===== config.mk =====
export PLATFORM = sky130hd
export DESIGN_NAME = axi2per_res_channel_mo
export DESIGN_NICKNAME = d
export VERILOG_FILES = /design/src/rtl/axi2per_res_pkg.sv /design/src/rtl/axi2per_res_fifo.sv /design/src/rtl/axi2per_res_channel_mo.sv
export SDC_FILE = /design/constraint.sdc
export NUM_CORES = 1
export LEC_CHECK = 0
export CAP_MARGIN = 40
export CORE_MARGIN = 2
export CORE_UTILIZATION = 51
export CTS_CLUSTER_SIZE = 14
export DETAILED_ROUTE_END_ITERATION = 16
export HOLD_SLACK_MARGIN = 0.08
export PLACE_DENSITY_LB_ADDON = 0.05
export SYNTH_ARGS = -nofsm -noshare
export SYNTH_HDL_FRONTEND = slang
export SYNTH_SLANG_ARGS = --single-unit

===== constraint.sdc =====
create_clock -name clk_i -period 2.95 [get_ports clk_i]
set_input_delay 0.295 -clock clk_i [delete_from_list [all_inputs] [get_ports clk_i]]
set_output_delay 0.295 -clock clk_i [all_outputs]
set_load 0.005 [all_outputs]

===== src/rtl/axi2per_res_pkg.sv =====
// Shared types and constants for the AXI-to-peripheral response channel.
package axi2per_res_pkg;

    localparam logic [1:0] RESP_OKAY   = 2'b00;
    localparam logic [1:0] RESP_SLVERR = 2'b10;

    typedef enum logic [1:0] {
        IDLE,
        RESP,
        HOLD_B,
        HOLD_R
    } state_e;

    // Number of address bits selecting a 32-bit lane inside one data word.
    function automatic int lane_width(input int data_width);
        return $clog2(data_width / 8) - 2;
    endfunction

endpackage


===== src/rtl/axi2per_res_fifo.sv =====
// Generic register FIFO with full/empty flags and an occupancy count.
module axi2per_res_fifo #(
    parameter int WIDTH = 32,
    parameter int DEPTH = 4,
    parameter int CNT_W = $clog2(DEPTH + 1)
) (
    input  logic             clk_i,
    input  logic             rst_ni,
    input  logic             push_i,
    input  logic [WIDTH-1:0] data_i,
    input  logic             pop_i,
    output logic [WIDTH-1:0] data_o,
    output logic             full_o,
    output logic             empty_o,
    output logic [CNT_W-1:0] count_o
);

    localparam int PTR_W = (DEPTH > 1) ? $clog2(DEPTH) : 1;

    logic [WIDTH-1:0] mem_q [DEPTH];
    logic [PTR_W-1:0] wr_ptr_q;
    logic [PTR_W-1:0] rd_ptr_q;
    logic [CNT_W-1:0] count_q;
    logic             do_push;
    logic             do_pop;

    function automatic logic [PTR_W-1:0] ptr_inc(input logic [PTR_W-1:0] p);
        return (p == PTR_W'(DEPTH - 1)) ? '0 : p + PTR_W'(1);
    endfunction

    assign full_o  = (count_q == CNT_W'(DEPTH));
    assign empty_o = (count_q == '0);
    assign count_o = count_q;
    assign do_push = push_i && !full_o;
    assign do_pop  = pop_i && !empty_o;
    assign data_o  = mem_q[rd_ptr_q];

    always_ff @(posedge clk_i or negedge rst_ni) begin
        if (!rst_ni) begin
            wr_ptr_q <= '0;
            rd_ptr_q <= '0;
            count_q  <= '0;
        end else begin
            if (do_push) wr_ptr_q <= ptr_inc(wr_ptr_q);
            if (do_pop)  rd_ptr_q <= ptr_inc(rd_ptr_q);
            count_q <= count_q + CNT_W'(do_push) - CNT_W'(do_pop);
        end
    end

    always_ff @(posedge clk_i) begin
        if (do_push) mem_q[wr_ptr_q] <= data_i;
    end

endmodule


===== src/rtl/axi2per_res_channel_mo.sv =====
// Response channel of the AXI-to-peripheral bridge with multiple outstanding transactions.
// Optional AXI2PER_RES_ERR_EN: store peripheral opc and report it as SLVERR on R/B.
//
// state  | meaning
// IDLE   | waiting for both a metadata and a response entry at the FIFO heads
// RESP   | head beat presented (R, B, or both for an ATOP)
// HOLD_B | ATOP: R accepted, B still pending
// HOLD_R | ATOP: B accepted, R still pending
module axi2per_res_channel_mo
    import axi2per_res_pkg::*;
#(
    parameter int AXI_ADDR_WIDTH  = 32,
    parameter int AXI_DATA_WIDTH  = 64,
    parameter int AXI_ID_WIDTH    = 3,
    parameter int AXI_USER_WIDTH  = 6,
    parameter int NUM_OUTSTANDING = 4
) (
    input  logic                      clk_i,
    input  logic                      rst_ni,
    input  logic                      per_master_r_valid_i,
    input  logic                      per_master_r_opc_i,
    input  logic [31:0]               per_master_r_rdata_i,
    output logic                      axi_slave_r_valid_o,
    output logic [AXI_DATA_WIDTH-1:0] axi_slave_r_data_o,
    output logic [1:0]                axi_slave_r_resp_o,
    output logic                      axi_slave_r_last_o,
    output logic [AXI_ID_WIDTH-1:0]   axi_slave_r_id_o,
    output logic [AXI_USER_WIDTH-1:0] axi_slave_r_user_o,
    input  logic                      axi_slave_r_ready_i,
    output logic                      axi_slave_b_valid_o,
    output logic [1:0]                axi_slave_b_resp_o,
    output logic [AXI_ID_WIDTH-1:0]   axi_slave_b_id_o,
    output logic [AXI_USER_WIDTH-1:0] axi_slave_b_user_o,
    input  logic                      axi_slave_b_ready_i,
    input  logic                      trans_req_i,
    input  logic                      trans_we_i,
    input  logic                      trans_atop_r_i,
    input  logic [AXI_ID_WIDTH-1:0]   trans_id_i,
    input  logic [AXI_ADDR_WIDTH-1:0] trans_add_i,
    output logic                      trans_gnt_o,
    output logic                      trans_r_valid_o
);

    localparam int LANE_W   = lane_width(AXI_DATA_WIDTH);
    localparam int LANE_W_S = (LANE_W > 0) ? LANE_W : 1;
    localparam int CNT_W    = $clog2(NUM_OUTSTANDING + 1);

    typedef struct packed {
        logic                    we;
        logic                    atop_r;
        logic [AXI_ID_WIDTH-1:0] id;
        logic [LANE_W_S-1:0]     lane;
    } meta_t;

`ifdef AXI2PER_RES_ERR_EN
    typedef struct packed {
        logic        opc;
        logic [31:0] rdata;
    } resp_t;
`else
    typedef struct packed {
        logic [31:0] rdata;
    } resp_t;
`endif

    meta_t               meta_in, meta_head;
    resp_t               resp_in, resp_head;
    logic                meta_full, meta_empty, resp_full, resp_empty;
    logic [CNT_W-1:0]    meta_cnt, resp_cnt;
    logic                meta_push, resp_push, pop;
    logic [LANE_W_S-1:0] trans_lane;
    logic [1:0]          head_resp;
    logic                unused_sig;

    state_e                    state_q;
    logic                      r_valid_q, b_valid_q, r_last_q;
    logic [AXI_DATA_WIDTH-1:0] r_data_q;
    logic [1:0]                r_resp_q, b_resp_q;
    logic [AXI_ID_WIDTH-1:0]   r_id_q, b_id_q;

    generate
        if (LANE_W > 0) begin : g_lane
            assign trans_lane = trans_add_i[LANE_W+1:2];
        end else begin : g_no_lane
            assign trans_lane = '0;
        end
    endgenerate

    assign meta_in = '{we: trans_we_i, atop_r: trans_atop_r_i, id: trans_id_i, lane: trans_lane};
`ifdef AXI2PER_RES_ERR_EN
    assign resp_in   = '{opc: per_master_r_opc_i, rdata: per_master_r_rdata_i};
    assign head_resp = resp_head.opc ? RESP_SLVERR : RESP_OKAY;
`else
    assign resp_in   = '{rdata: per_master_r_rdata_i};
    assign head_resp = RESP_OKAY;
`endif

    // Grant comes from the registered count only, so a same-cycle pop never widens it.
    assign trans_gnt_o = !meta_full;
    assign meta_push   = trans_req_i && trans_gnt_o;
    assign resp_push   = per_master_r_valid_i && !meta_empty;
    assign pop         = (state_q != IDLE)
                      && (!r_valid_q || axi_slave_r_ready_i)
                      && (!b_valid_q || axi_slave_b_ready_i);
    assign unused_sig  = ^{trans_add_i, per_master_r_opc_i, meta_cnt, resp_cnt, resp_full};

    axi2per_res_fifo #(.WIDTH($bits(meta_t)), .DEPTH(NUM_OUTSTANDING), .CNT_W(CNT_W)) i_meta_fifo (
        .clk_i  (clk_i),
        .rst_ni (rst_ni),
        .push_i (meta_push),
        .data_i (meta_in),
        .pop_i  (pop),
        .data_o (meta_head),
        .full_o (meta_full),
        .empty_o(meta_empty),
        .count_o(meta_cnt)
    );

    axi2per_res_fifo #(.WIDTH($bits(resp_t)), .DEPTH(NUM_OUTSTANDING), .CNT_W(CNT_W)) i_resp_fifo (
        .clk_i  (clk_i),
        .rst_ni (rst_ni),
        .push_i (resp_push),
        .data_i (resp_in),
        .pop_i  (pop),
        .data_o (resp_head),
        .full_o (resp_full),
        .empty_o(resp_empty),
        .count_o(resp_cnt)
    );

    always_ff @(posedge clk_i or negedge rst_ni) begin
        if (!rst_ni) begin
            state_q   <= IDLE;
            r_valid_q <= 1'b0;
            b_valid_q <= 1'b0;
            r_last_q  <= 1'b0;
            r_data_q  <= '0;
            r_resp_q  <= RESP_OKAY;
            b_resp_q  <= RESP_OKAY;
            r_id_q    <= '0;
            b_id_q    <= '0;
        end else begin
            case (state_q)
                IDLE: begin
                    if (!meta_empty && !resp_empty) begin
                        state_q   <= RESP;
                        r_valid_q <= meta_head.we || meta_head.atop_r;
                        b_valid_q <= !meta_head.we;
                        r_last_q  <= 1'b1;
                        r_data_q  <= '0;
                        r_data_q[{meta_head.lane, 5'b0} +: 32] <= resp_head.rdata;
                        r_resp_q  <= head_resp;
                        b_resp_q  <= head_resp;
                        r_id_q    <= meta_head.id;
                        b_id_q    <= meta_head.id;
                    end
                end
                default: begin
                    if (r_valid_q && axi_slave_r_ready_i) r_valid_q <= 1'b0;
                    if (b_valid_q && axi_slave_b_ready_i) b_valid_q <= 1'b0;
                    if (pop)                                   state_q <= IDLE;
                    else if (r_valid_q && axi_slave_r_ready_i) state_q <= HOLD_B;
                    else if (b_valid_q && axi_slave_b_ready_i) state_q <= HOLD_R;
                end
            endcase
        end
    end

    assign axi_slave_r_valid_o = r_valid_q;
    assign axi_slave_r_data_o  = r_data_q;
    assign axi_slave_r_resp_o  = r_resp_q;
    assign axi_slave_r_last_o  = r_last_q;
    assign axi_slave_r_id_o    = r_id_q;
    assign axi_slave_r_user_o  = '0;
    assign axi_slave_b_valid_o = b_valid_q;
    assign axi_slave_b_resp_o  = b_resp_q;
    assign axi_slave_b_id_o    = b_id_q;
    assign axi_slave_b_user_o  = '0;
    assign trans_r_valid_o     = r_valid_q || b_valid_q;

endmodule

-- Word level (Yosys, flattened, before mapping)
Memories as Yosys holds them, arrays and structs flattened.
Cells that the tools add are included.
- bits in registers: 86
- latch bits: 0
- RAM bits: 152
- memory bits (read-only): 0
- input bits: 76
- word-level logic and storage cells: 85
- memories kept: 2
- add/sub/neg operators: 9
- multipliers: 0
- divide/modulo/power cells: 0
- order comparisons: 0
- eq/ne operators: 7
- shift operators: 2
- muxes and demuxes: 19
- bitwise gates (word level): 1
- reductions and logical operators: 33
- memories (memory ; words ; width ; read ports ; clocked after memory_dff ; wr ports ; line ; text):
    i_resp_fifo.mem_q ; 4 ; 32 ; 1 ; 0 ; 1 ; axi2per_res_fifo.sv:20 ; logic [WIDTH-1:0] mem_q [DEPTH];
    i_meta_fifo.mem_q ; 4 ; 6 ; 1 ; 0 ; 1 ; axi2per_res_fifo.sv:20 ;
- operators by type and width (kind ; number):
    $and 64x64->64 ; 1
    $shift 32x8->64 const A ; 1
    $shiftx 32x8->64 ; 1
    $mux 2 ; 9
    $logic_and 1x1->1 ; 11
    $mux 1 ; 10
    $add 2x1->2 const B ; 4
    $eq 2x2->1 const B ; 4
    $neg 6->8 ; 1
    $reduce_and 2->1 ; 4
    $logic_not 1->1 ; 7
    $add 3x1->3 ; 2
    $eq 3x3->1 const B ; 2
    $logic_not 3->1 ; 2
    $reduce_bool 2->1 ; 3
    $sub 3x1->3 ; 2
    $logic_or 1x1->1 ; 4
    $reduce_bool 4->1 ; 1
    $logic_not 2->1 ; 1
    $ne 2x2->1 const B ; 1

-- Logic depth before layout (Yosys ltp)
Gate-level depths: netlist of run 1.
- word-level depth: 6
- depth in mapped cells: 9
- gate-level depth less buffers: 9

-- Cells and area by module
From an unflattened synthesis of run 1, not the netlist that was laid out.
- cells, all modules: 616
- area, all modules: 9544.2 sq um
- modules (own cells, without submodules) (module ; instances ; cells each ; area each (sq um) ; sequential area each (sq um)):
    axi2per_res_fifo (i_resp_fifo) ; 1 ; 207 ; 5118.7 ; 4018.9
    axi2per_res_channel_mo ; 1 ; 338 ; 3108.0 ; 1801.7
    axi2per_res_fifo (i_meta_fifo) ; 1 ; 71 ; 1317.5 ; 895.9

-- Worst setup path after synthesis of run 1
No wires, ideal clock.
- kind: reg2reg
- from: reg i_resp_fifo.count_q[1] (netlist: i_resp_fifo.count_o[1])
- to: mem i_resp_fifo.mem_q[3][0], enable pin
- setup time: 392 ps
- arrival time: 1910 ps
- required time: 2558 ps
- slack: 648 ps
- stages on the path, launching flop included: 4
- period minus slack after synthesis: 2302 ps
- cells stage by stage: dfrtp_1 -> inv_1 -> a311oi_1 -> and2_1
- cells in the longest elaborated chain, start to end: 5
- ends and longest elaborated chain (element ; line ; text):
    from (decl) ; axi2per_res_fifo.sv:23 ; logic [CNT_W-1:0] count_q;
    from (signal assigned) ; axi2per_res_fifo.sv:46 ; count_q <= count_q + CNT_W'(do_push) - CNT_W'(do_pop);
    $eq 3x3->1 ; axi2per_res_fifo.sv:31 ; assign full_o = (count_q == CNT_W'(DEPTH));
    $logic_not 1->1 ; axi2per_res_fifo.sv:34 ; assign do_push = push_i && !full_o;
    $logic_and 1x1->1 ; axi2per_res_fifo.sv:34 ;
    named net i_resp_fifo.do_push ; axi2per_res_fifo.sv:24 ; logic do_push;
    $mux 1 ; axi2per_res_fifo.sv:51 ; if (do_push) mem_q[wr_ptr_q] <= data_i;
    $mux 1 (implied by the code) ; axi2per_res_fifo.sv:51 ;
    to (decl) ; axi2per_res_fifo.sv:20 ;
The timed path passes the listed nets, and every way through them passes these cells.

-- Worst setup path in the final report of run 1
- from: reg r_valid_q (netlist: axi_slave_r_valid_o)
- to: reg i_meta_fifo.count_q[2] (netlist: i_meta_fifo.count_o[2])
- cells in the longest elaborated chain, start to end: 6
- ends and longest elaborated chain (element ; line ; text):
    from (decl) ; axi2per_res_channel_mo.sv:76 ; logic r_valid_q, b_valid_q, r_last_q;
    from (signal assigned) ; axi2per_res_channel_mo.sv:147 ; r_valid_q <= meta_head.we || meta_head.atop_r;
    $logic_not 1->1 ; axi2per_res_channel_mo.sv:103 ; && (!r_valid_q || axi_slave_r_ready_i)
    $logic_or 1x1->1 ; axi2per_res_channel_mo.sv:103 ;
    $logic_and 1x1->1 ; axi2per_res_channel_mo.sv:103 ;
    $logic_and 1x1->1 ; axi2per_res_channel_mo.sv:104 ; && (!b_valid_q || axi_slave_b_ready_i);
    $logic_and 1x1->1 ; axi2per_res_fifo.sv:35 ; assign do_pop = pop_i && !empty_o;
    named net i_meta_fifo.do_pop ; axi2per_res_fifo.sv:25 ; logic do_pop;
    $sub 3x1->3 ; axi2per_res_fifo.sv:46 ;
    to (signal assigned) ; axi2per_res_fifo.sv:46 ;
    to (decl) ; axi2per_res_fifo.sv:23 ;
The timed path passes the listed nets, and every way through them passes these cells.
A chain may end at the register's enable or synchronous reset.

==> metrics, run 1 <==
nets 702; HP Class input pin to async pin; boundary pin count approximately 170; Slew Limit Fails 0; GRT busiest layer met2; CTS tree built; gpl congestion 0.765; kind of critical path register to register; fmax 414 MHz; GRT Resource Usage Total between 10% and 20%; register bit total from synthesis between 200 and 250; routed wire length 17.0 mm; IO buf count 118; CTS buffer count 24; initial antenna violation count 2; die area approximately 0.019 mm^2; initial drt markers 200; Crit. path cell count 9; CP max stage delay 0.44 ns; first-pass GRT wire length 26.3 mm; Non-Filler Instances about 850; total of max-cap violations 0; Longest Clk Path Bufs 3; die height approximately 140 um; Seq/Total Area, Yosys 73.6%; core area roughly 0.017 mm^2; Syn Area/Cell 19.2 um^2; CP Launch Type register; synthesized area 0.00913 mm^2; skew final about 0.012 ns; Flop pwr share ~42%; vias in the first global route between 4000 and 5000; Data arrival, critical path roughly 2.8 ns; Max VDD drop roughly 0.00060 V; Die Span X around 140 um; crit path max fanout 6; status completed; wire per inst approximately 20 um; Worst Tran Pin Value between 0.8 and 0.9 ns; DP Cell Count roughly 810; DRT Pass-1 Iters 4; Final period util about four fifths; # H-tree levels 1; Switching Fraction between 20 and 30%; combinational share of power about 34%; Max-Slew Margin vs Limit 46.0%; Worst Reg-to-Reg Cells 9; n_diodes 0; DR DRC count 0; fillcell total approximately 1200; GRT overflow 0; Buf/Inv on CP 1; Mapped Cells approximately 480; min Tclk post-route ~2.4 ns; Critical Path Slowest Stage Cell dfrtp_1; CTS clk-pin slew, worst paths about 0.060 ns; Yosys cell types 32; TritonCTS Sinks 238; Root Driver clkbuf_16; FF/Latch Area roughly 0.0067 mm^2; power consumption around 0.012 W; final setup violation count 0; GRT met2 Usage 31.7%; met1 Track Usage GR between 20% and 30%; Crit path max-delay family simple AND/OR/NAND/NOR gates; Initial Util 52.4%; unrepaired setup endpoints after global routing no; synth warn 0; # Post-CTS Setup Buffers 0; P_sw ~0.0035 W; P_int 0.00852 W; pin count of the biggest net entering global routing just over 60; power density over cell area between 1000 and 1500 mW/mm^2; clk_lat worst skew 0.51 ns; DRT antenna net count 0; LEAKAGE roughly 4.3 nW; CP Cell Sequence nor2b_1 -> or3_1 -> nor2_1 -> ha_1 -> inv_1 -> ha_1 -> fa_1 -> xnor2_1 -> xnor2_1; number of hold violations in the final report 0; WP data required ~3.4 ns; Clock power frac roughly a quarter; multi-input logic area around 0.0021 mm^2; via count 4723; FP Rows 48; setup_tns 0 ns; GR Layer Usage met3 ~3.3%; routed vias/inst between 5 and 6; area delta synth->final 23.9%; dpl hpwl approximately 11 mm; fraction of layout cells with a size suffix above 1 approximately 17%; Setup crit end kind register
placed cells by master, fill, tap and decap left out, types with 4 or more instances in the layout:
cell,instances
edfxtp_1,152
clkdlybuf4s50_1,117
dfrtp_1,84
a22o_1,63
mux4_2,38
clkbuf_16,25
conb_1,16
buf_4,16
ha_1,14
inv_1,13
clkbuf_1,11
mux2_2,9
nor2_1,8
o21ai_0,8
nand2_1,6
and3_1,5
xnor2_1,4
and2_2,4
clkinv_2,4
timing repair:
item / in CTS / in global routing
endpoints found under the hold margin: 58 / 0
resized for setup: 0 / 0
hold buffers: 1 / 0
flip-flops by register name, indices dropped and copies added, names as in the netlist:
| name | cells |
|---|---|
| axi_slave_b_id_o | 3 |
| axi_slave_b_valid_o | 1 |
| axi_slave_r_data_o | 64 |
| axi_slave_r_last_o | 1 |
| axi_slave_r_valid_o | 1 |
| i_meta_fifo.count_o | 3 |
| i_meta_fifo.mem_q | 24 |
| i_meta_fifo.rd_ptr_q | 2 |
| i_meta_fifo.wr_ptr_q | 2 |
| i_resp_fifo.count_o | 3 |
| i_resp_fifo.mem_q | 128 |
| i_resp_fifo.rd_ptr_q | 2 |
| i_resp_fifo.wr_ptr_q | 2 |
| state_q | 2 |
worst paths after layout:
| path | end | startpoint | slack, ns |
|---|---|---|---|
| worst max-delay path | i_meta_fifo.count_o[2]$_DFF_PN0_ | axi_slave_r_valid_o$_DFFE_PN0P_ | 0.53 |
| worst min-delay path | axi_slave_r_data_o[46]$_DFFE_PN0P_ | rst_ni | 0.42 |
| worst max register to register | i_meta_fifo.count_o[2]$_DFF_PN0_ | axi_slave_r_valid_o$_DFFE_PN0P_ | 0.53 |
| worst min register to register | axi_slave_r_last_o$_DFFE_PN0P_ | axi_slave_r_last_o$_DFFE_PN0P_ | 0.47 |
| max in group asynchronous | i_meta_fifo.rd_ptr_q[1]$_DFFE_PN0P_ | rst_ni | 1.82 |
| min in group clk_i | i_resp_fifo.mem_q[2][27]$_DFFE_PP_ | per_master_r_rdata_i[27] | 0.42 |
layout make-up:
type                            count  share of cell area, %
Tap cell                          225                   2.49
Inverter                           13                  0.432
Sequential cell                   238                   59.4
Clock buffer                       38                   6.14
Timing Repair Buffer              137                   12.1
Clock inverter                      6                  0.708
Multi-Input combinational cell    196                   18.7
synthesized netlist by cell type, drive strengths merged:
cell     instances  area, um^2
edfxtp         152        4560
dfrtp           86        2150
a22o            63         552
buf             38         295
mux4            38         856
ha              14         175
inv             13        48.8
mux2             9         101
nor2             9        36.3
o21ai            8        40.0
nand2            6        22.5
and2             5        31.3
and3             5        31.3
clkbuf           5        18.8
xnor2            4        35.0
nor2b            3        26.3
a311oi           2        17.5
fa               2        40.0
nand2b           2        12.5
nor3             2        10.0
o2bb2ai          2        17.5
a21oi            1        5.00
conb             1        3.75
nand3            1        5.00
o211ai           1        7.51
or2              1        6.26
or3              1        6.26
or4              1        11.3
logic make-up (layout without fill, tap and decap cells):
logic type	Yosys count	after routing	synth area share (%)
DFF	238	238	73.6
buffers and inverters	56	194	3.97
muxes	47	47	10.5
other	1	16	0.0411
adders and majority gates	16	16	2.36
xor gates and xnor gates	4	4	0.384
AOI/OAI and AO/OA	77	77	7.00
and+or+nand+nor	36	36	2.18
stage by stage:
step           area [um^2]  setup slack (ns)  utilization (%)  hold WS (ns)
2_1_floorplan         9190             0.648                -     -0.000591
3_3_place_gp         10500             0.320             60.2         0.429
3_5_place_dp         10500             0.236             60.4         0.440
4_1_cts              11300             0.512             64.9         0.406
5_1_grt              11300             0.374             64.9         0.415
6_report             11300             0.535             64.9         0.415
power groups by stage:
stage | Clock (W) | Sequential (W) | Combinational, W
floorplan | 0 | 0.00491 | 0.00275
global placement | 0 | 0.00511 | 0.00388
detailed placement | 0 | 0.00508 | 0.00419
CTS | 0.00302 | 0.00502 | 0.00421
global route | 0.00317 | 0.00510 | 0.00450
finish | 0.00295 | 0.00500 | 0.00410
worst register-to-register path, stage by stage (launching register included):
cell	delay, ns
dfrtp_1	0.44
nor2b_1	0.16
or3_1	0.38
nor2_1	0.24
ha_1	0.18
inv_1	0.04
ha_1	0.18
fa_1	0.39
xnor2_1	0.18
xnor2_1	0.14
per-layer routing:
| layer | vias up | share of wire (%) |
|---|---|---|
| li1 | 2103 | - |
| met1 | 2449 | 41 |
| met2 | 137 | 51 |
| met3 | 30 | 5.8 |
| met4 | 4 | 1.8 |
| met5 | - | 0.17 |
No activity file was read; power rests on OpenSTA's default activity.
==> run 2: changes to the inputs <==
CORE_UTILIZATION = 47   (was 51)
clock period = 1.95 ns   (was 2.95 ns; I/O delays follow)
==> metrics, run 2 (synthesis results as in run 1) <==
IO buf count between 100 and 150; DRT antenna net count 0; fraction of layout cells with a size suffix above 1 between 20% and 30%; die area about 0.021 mm^2; min Tclk post-route between 2 and 2.5 ns; cell mode on critical path ha_4; via count 4792; Final WS setup -0.181 ns; DRT Pass-1 Iters 4; crit path max fanout 2; Slew Limit Fails 0; boundary pin count roughly 170; die height 143 um; routed wire length around 17 mm; area delta synth->final 29.1%; LEAKAGE 4.48 nW; register with the most flip-flops i_resp_fifo.mem_q; first-pass GRT wire length between 20 and 30 mm; Setup crit end kind register; routed vias/inst 5.23; dpl hpwl about 12 mm; utilization after layout between 60 and 70%; vias in the first global route 4976; Max VDD drop slightly below 0.0008 V; initial drt markers about 240; Longest Clk Path Bufs 3; commonest non-fill, non-tap cell in the layout edfxtp_1; wire per inst 19.0 um; CTS buffer count 25; fillcell total about 1400; Data arrival, critical path about 2.5 ns; HP Class input pin to async pin; core area roughly 0.019 mm^2; most frequent cells in the layout edfxtp_1, clkdlybuf4s50_1, dfrtp_1, a22o_1, mux4_2; max reg flops approximately 130; unrepaired setup endpoints after global routing yes; skew final roughly 0.0088 ns; DR DRC count 0; CTS tree built; CP max stage delay around 0.40 ns; Die Span X 143 um; total of max-cap violations 0; failing checks negative setup slack; status complete, but fails checks; Critical Path Slowest Stage Cell or3_4; power density over cell area around 1600 mW/mm^2; GRT Resource Usage Total around 17%; nets roughly 730; number of hold violations in the final report 0; kind of critical path register to register; pre-CTS setup slack -0.426 ns; Root Driver clkbuf_16; TritonCTS Sinks about 240; setup_tns -0.440 ns; Final period util 109%; CP Launch Type register; pin count of the biggest net entering global routing 43; clk_lat worst skew a little over 0.5 ns; initial antenna violation count 1; gpl congestion approximately 0.77; fmax roughly 470 MHz; GRT overflow 0; FP Rows 50; Crit path max-delay family simple AND/OR/NAND/NOR gates; # H-tree levels 1; CTS clk-pin slew, worst paths roughly 0.060 ns; WP data required ~2.3 ns; Initial Util roughly half; Buf/Inv on CP 1; CP Cell Sequence nor2b_4 -> or3_4 -> nor2_4 -> ha_4 -> inv_2 -> ha_4 -> fa_2 -> xnor2_2 -> xnor2_1; final setup violation count 4
-- run 2: changes by cell type in the layout (fill, tap and decap cells not counted), moves of 3 or more --
cell | previous run | this run
clkbuf_1 | 11 | 8
buf_4 | 16 | 30
ha_1 | 14 | 11
buf_12 | 2 | 14
-- run 2: area by class of cell --
| class | count | area, um^2 | share of cell area (%) |
|---|---|---|---|
| Antenna cell | 1 | 2.50 | 0.0212 |
| Multi-Input combinational cell | 196 | 2210 | 18.7 |
| Clock buffer | 34 | 669 | 5.68 |
| Sequential cell | 238 | 6720 | 57.0 |
| Clock inverter | 12 | 118 | 0.998 |
| Timing Repair Buffer | 163 | 1700 | 14.4 |
| Tap cell | 260 | 325 | 2.76 |
| Inverter | 13 | 48.8 | 0.414 |
-- run 2: path summary, 6_finish.rpt --
path	startpoint	to	slack, ns	cells after the start
min	rst_ni	axi_slave_r_data_o[48]$_DFFE_PN0P_	0.15	2
min in group clk_i	per_master_r_rdata_i[25]	i_resp_fifo.mem_q[0][25]$_DFFE_PP_	0.32	1
max in group asynchronous	rst_ni	axi_slave_b_valid_o$_DFFE_PN0P_	1.19	3
max reg2reg	axi_slave_r_valid_o$_DFFE_PN0P_	i_meta_fifo.count_o[2]$_DFF_PN0_	-0.18	9
max	axi_slave_r_valid_o$_DFFE_PN0P_	i_meta_fifo.count_o[2]$_DFF_PN0_	-0.18	9
min reg2reg	axi_slave_r_last_o$_DFFE_PN0P_	axi_slave_r_last_o$_DFFE_PN0P_	0.46	1
-- run 2: repair_timing --
item / CTS / global route
buffers inserted: 1 / 2
gates resized for setup: 3 / 7
hold buffers: 1 / 0
pin swaps: 0 / 6
endpoints found under the setup margin: 6 / 5
hold endpoints to repair: 86 / 0
-- run 2: per-layer routing --
layer	global-route usage [%]	share of wire (%)
met1	23.2	43
met2	29.3	50
met3	2.93	4.4
met4	4.80	1.9
met5	0	0
-- run 2: where the power goes --
| part | leakage [nW] | total, W | internal, W | switching [W] |
|---|---|---|---|---|
| registers | 2.48 | 0.00740 | 0.00683 | 0.000563 |
| clock network | 0.390 | 0.00454 | 0.00268 | 0.00186 |
| logic | 1.61 | 0.00721 | 0.00400 | 0.00321 |
-- run 2: stage by stage --
stage / total power (W) / instances / instance area (um^2) / hold slack [ns]
2_1_floorplan: 0.0117 / 490 / 9240 / -0.101
3_3_place_gp: 0.0144 / 866 / 10900 / 0.128
3_5_place_dp: 0.0147 / 866 / 10900 / 0.144
4_1_cts: 0.0193 / 914 / 11700 / 0.148
5_1_grt: 0.0203 / 916 / 11800 / 0.163
6_report: 0.0191 / 917 / 11800 / 0.146
==> run 3: changes to the inputs <==
CTS_CLUSTER_DIAMETER = 40   (was not set)
==> metrics, run 3 (synthesis results as in run 1) <==
status complete, but fails checks; failing checks negative setup slack; FP Rows 50; GRT Resource Usage Total between 15 and 20%; final setup violation count 4; Non-Filler Instances about 930; IO buf count ~120; max reg flops about 130; total of max-cap violations 0; TritonCTS Sinks about 240; Root Driver clkbuf_16; die height 143 um; vias in the first global route around 5000; number of hold violations in the final report 0; Data arrival, critical path 2.54 ns; boundary pin count around 170; Setup crit end kind register; min Tclk post-route about 2.1 ns; Longest Clk Path Bufs 3; initial drt markers approximately 250; pin count of the biggest net entering global routing 43; nets between 700 and 800; most frequent cells in the layout edfxtp_1, clkdlybuf4s50_1, dfrtp_1, a22o_1, mux4_2; Max VDD drop roughly 0.0011 V; area delta synth->final 32.6%; CTS tree built; Worst Reg-to-Reg Cells 9; gpl congestion about 0.77; fillcell total about 1300; CP Launch Type register; DP Cell Count a little under 900; # H-tree levels 1; die area 0.0206 mm^2; unrepaired setup endpoints after global routing yes; commonest non-fill, non-tap cell in the layout edfxtp_1; FF-to-FF End i_meta_fifo.count_o[2]$_DFF_PN0_; core area ~0.019 mm^2; Final WS setup -0.171 ns; Final period util 109%; CTS clk-pin slew, worst paths roughly 0.06 ns; kind of critical path register to register; fmax approximately 470 MHz; DR DRC count 0; reg-to-reg startpoint axi_slave_r_valid_o$_DFFE_PN0P_; Die Span X ~140 um; Reg2Reg Setup Slack -0.17 ns; DRT Pass-1 Iters 4; WP data required between 2 and 2.5 ns; dpl hpwl 11.7 mm; power density over cell area around 1700 mW/mm^2; crit path max fanout 2; CTS buffer count 30; HP Class input pin to async pin; skew final approximately 0.011 ns; pre-CTS setup slack -0.426 ns; LEAKAGE 4.64 nW; register with the most flip-flops i_resp_fifo.mem_q; Slew Limit Fails 0; routed vias/inst approximately 5.2; via count 4845; routed wire length around 18 mm; clk_lat worst skew 0.54 ns; Initial Util ~48%; initial antenna violation count 1; first-pass GRT wire length 27.4 mm; worst hold-check slack about 0.13 ns; DRT antenna net count 0; GRT overflow 0; wire per inst 19.0 um; fraction of layout cells with a size suffix above 1 about a quarter
-- run 3: changes by cell type in the layout (fill, tap and decap cells not counted), moves of 2 or more --
cell | before | now
bufinv_16 | 2 | 7
clkinv_4 | 0 | 2
clkinv_2 | 6 | 3
clkinvlp_4 | 0 | 3
clkbuf_1 | 8 | 3
clkdlybuf4s50_1 | 116 | 114
clkbuf_16 | 25 | 31
-- run 3: power breakdown --
part           internal (W)  switching [W]  total, W  leakage (nW)
Combinational       0.00401        0.00323   0.00723          1.62
Clock               0.00388        0.00210   0.00598         0.532
Sequential          0.00684       0.000568   0.00740          2.48
Total                0.0147        0.00589    0.0206          4.64
-- run 3: per-stage QoR --
stage          util [%]  TNS (ns)  total power [W]  area, um^2
2_1_floorplan         -     -8.87           0.0117        9240
3_3_place_gp       57.8     -1.36           0.0144       10900
3_5_place_dp       57.8     -1.58           0.0147       10900
4_1_cts            63.8    -0.420           0.0208       12100
5_1_grt            64.1    -0.668           0.0218       12100
6_report           64.1    -0.377           0.0206       12100
-- run 3: routing by layer --
metal / part of all wire (%) / track usage, % / up-vias
met5: 0 / 0 / -
met4: 2.1 / 4.49 / 0
met3: 5.0 / 3.53 / 30
met2: 50 / 29.2 / 122
met1: 43 / 23.6 / 2505
li1: - / - / 2188
-- run 3: how the worst max path moves through the flow --
| stage | end | startpoint |
|---|---|---|
| final | i_meta_fifo.count_o[2]$_DFF_PN0_ | axi_slave_r_valid_o$_DFFE_PN0P_ |
| after global routing | i_meta_fifo.count_o[2]$_DFF_PN0_ | axi_slave_r_valid_o$_DFFE_PN0P_ |
| after CTS | i_meta_fifo.count_o[2]$_DFF_PN0_ | axi_slave_b_valid_o$_DFFE_PN0P_ |
| after detailed placement | i_meta_fifo.count_o[2]$_DFF_PN0_ | axi_slave_b_ready_i |
| after global placement | i_meta_fifo.count_o[2]$_DFF_PN0_ | axi_slave_b_ready_i |
| after floorplan | i_meta_fifo.count_o[2]$_DFF_PN0_ | axi_slave_b_valid_o$_DFFE_PN0P_ |
-- run 3: repair_timing --
action | in CTS | in global routing
hold buffers | 1 | 0
endpoints found under the setup margin | 6 | 4
hold endpoints to repair | 86 | 0
setup buffers | 1 | 3
cloned | 0 | 0
pin swaps | 0 | 6
resized for setup | 6 | 8
-- run 3: cell type report --
cell class	count	area (um^2)	area share, %
Inverter	13	48.8	0.403
Clock inverter	21	305	2.52
Timing Repair Buffer	164	1700	14.1
Tap cell	260	325	2.69
Sequential cell	238	6720	55.5
Clock buffer	35	801	6.61
Antenna cell	1	2.50	0.0207
Multi-Input combinational cell	196	2210	18.2
-- run 3: worst max-delay path, stage by stage, from the launching register on --
cell	delay [ns]
dfrtp_1	0.38
nor2b_4	0.13
or3_4	0.40
nor2_4	0.14
ha_4	0.13
inv_2	0.04
ha_4	0.15
fa_2	0.37
xnor2_2	0.15
xnor2_1	0.12
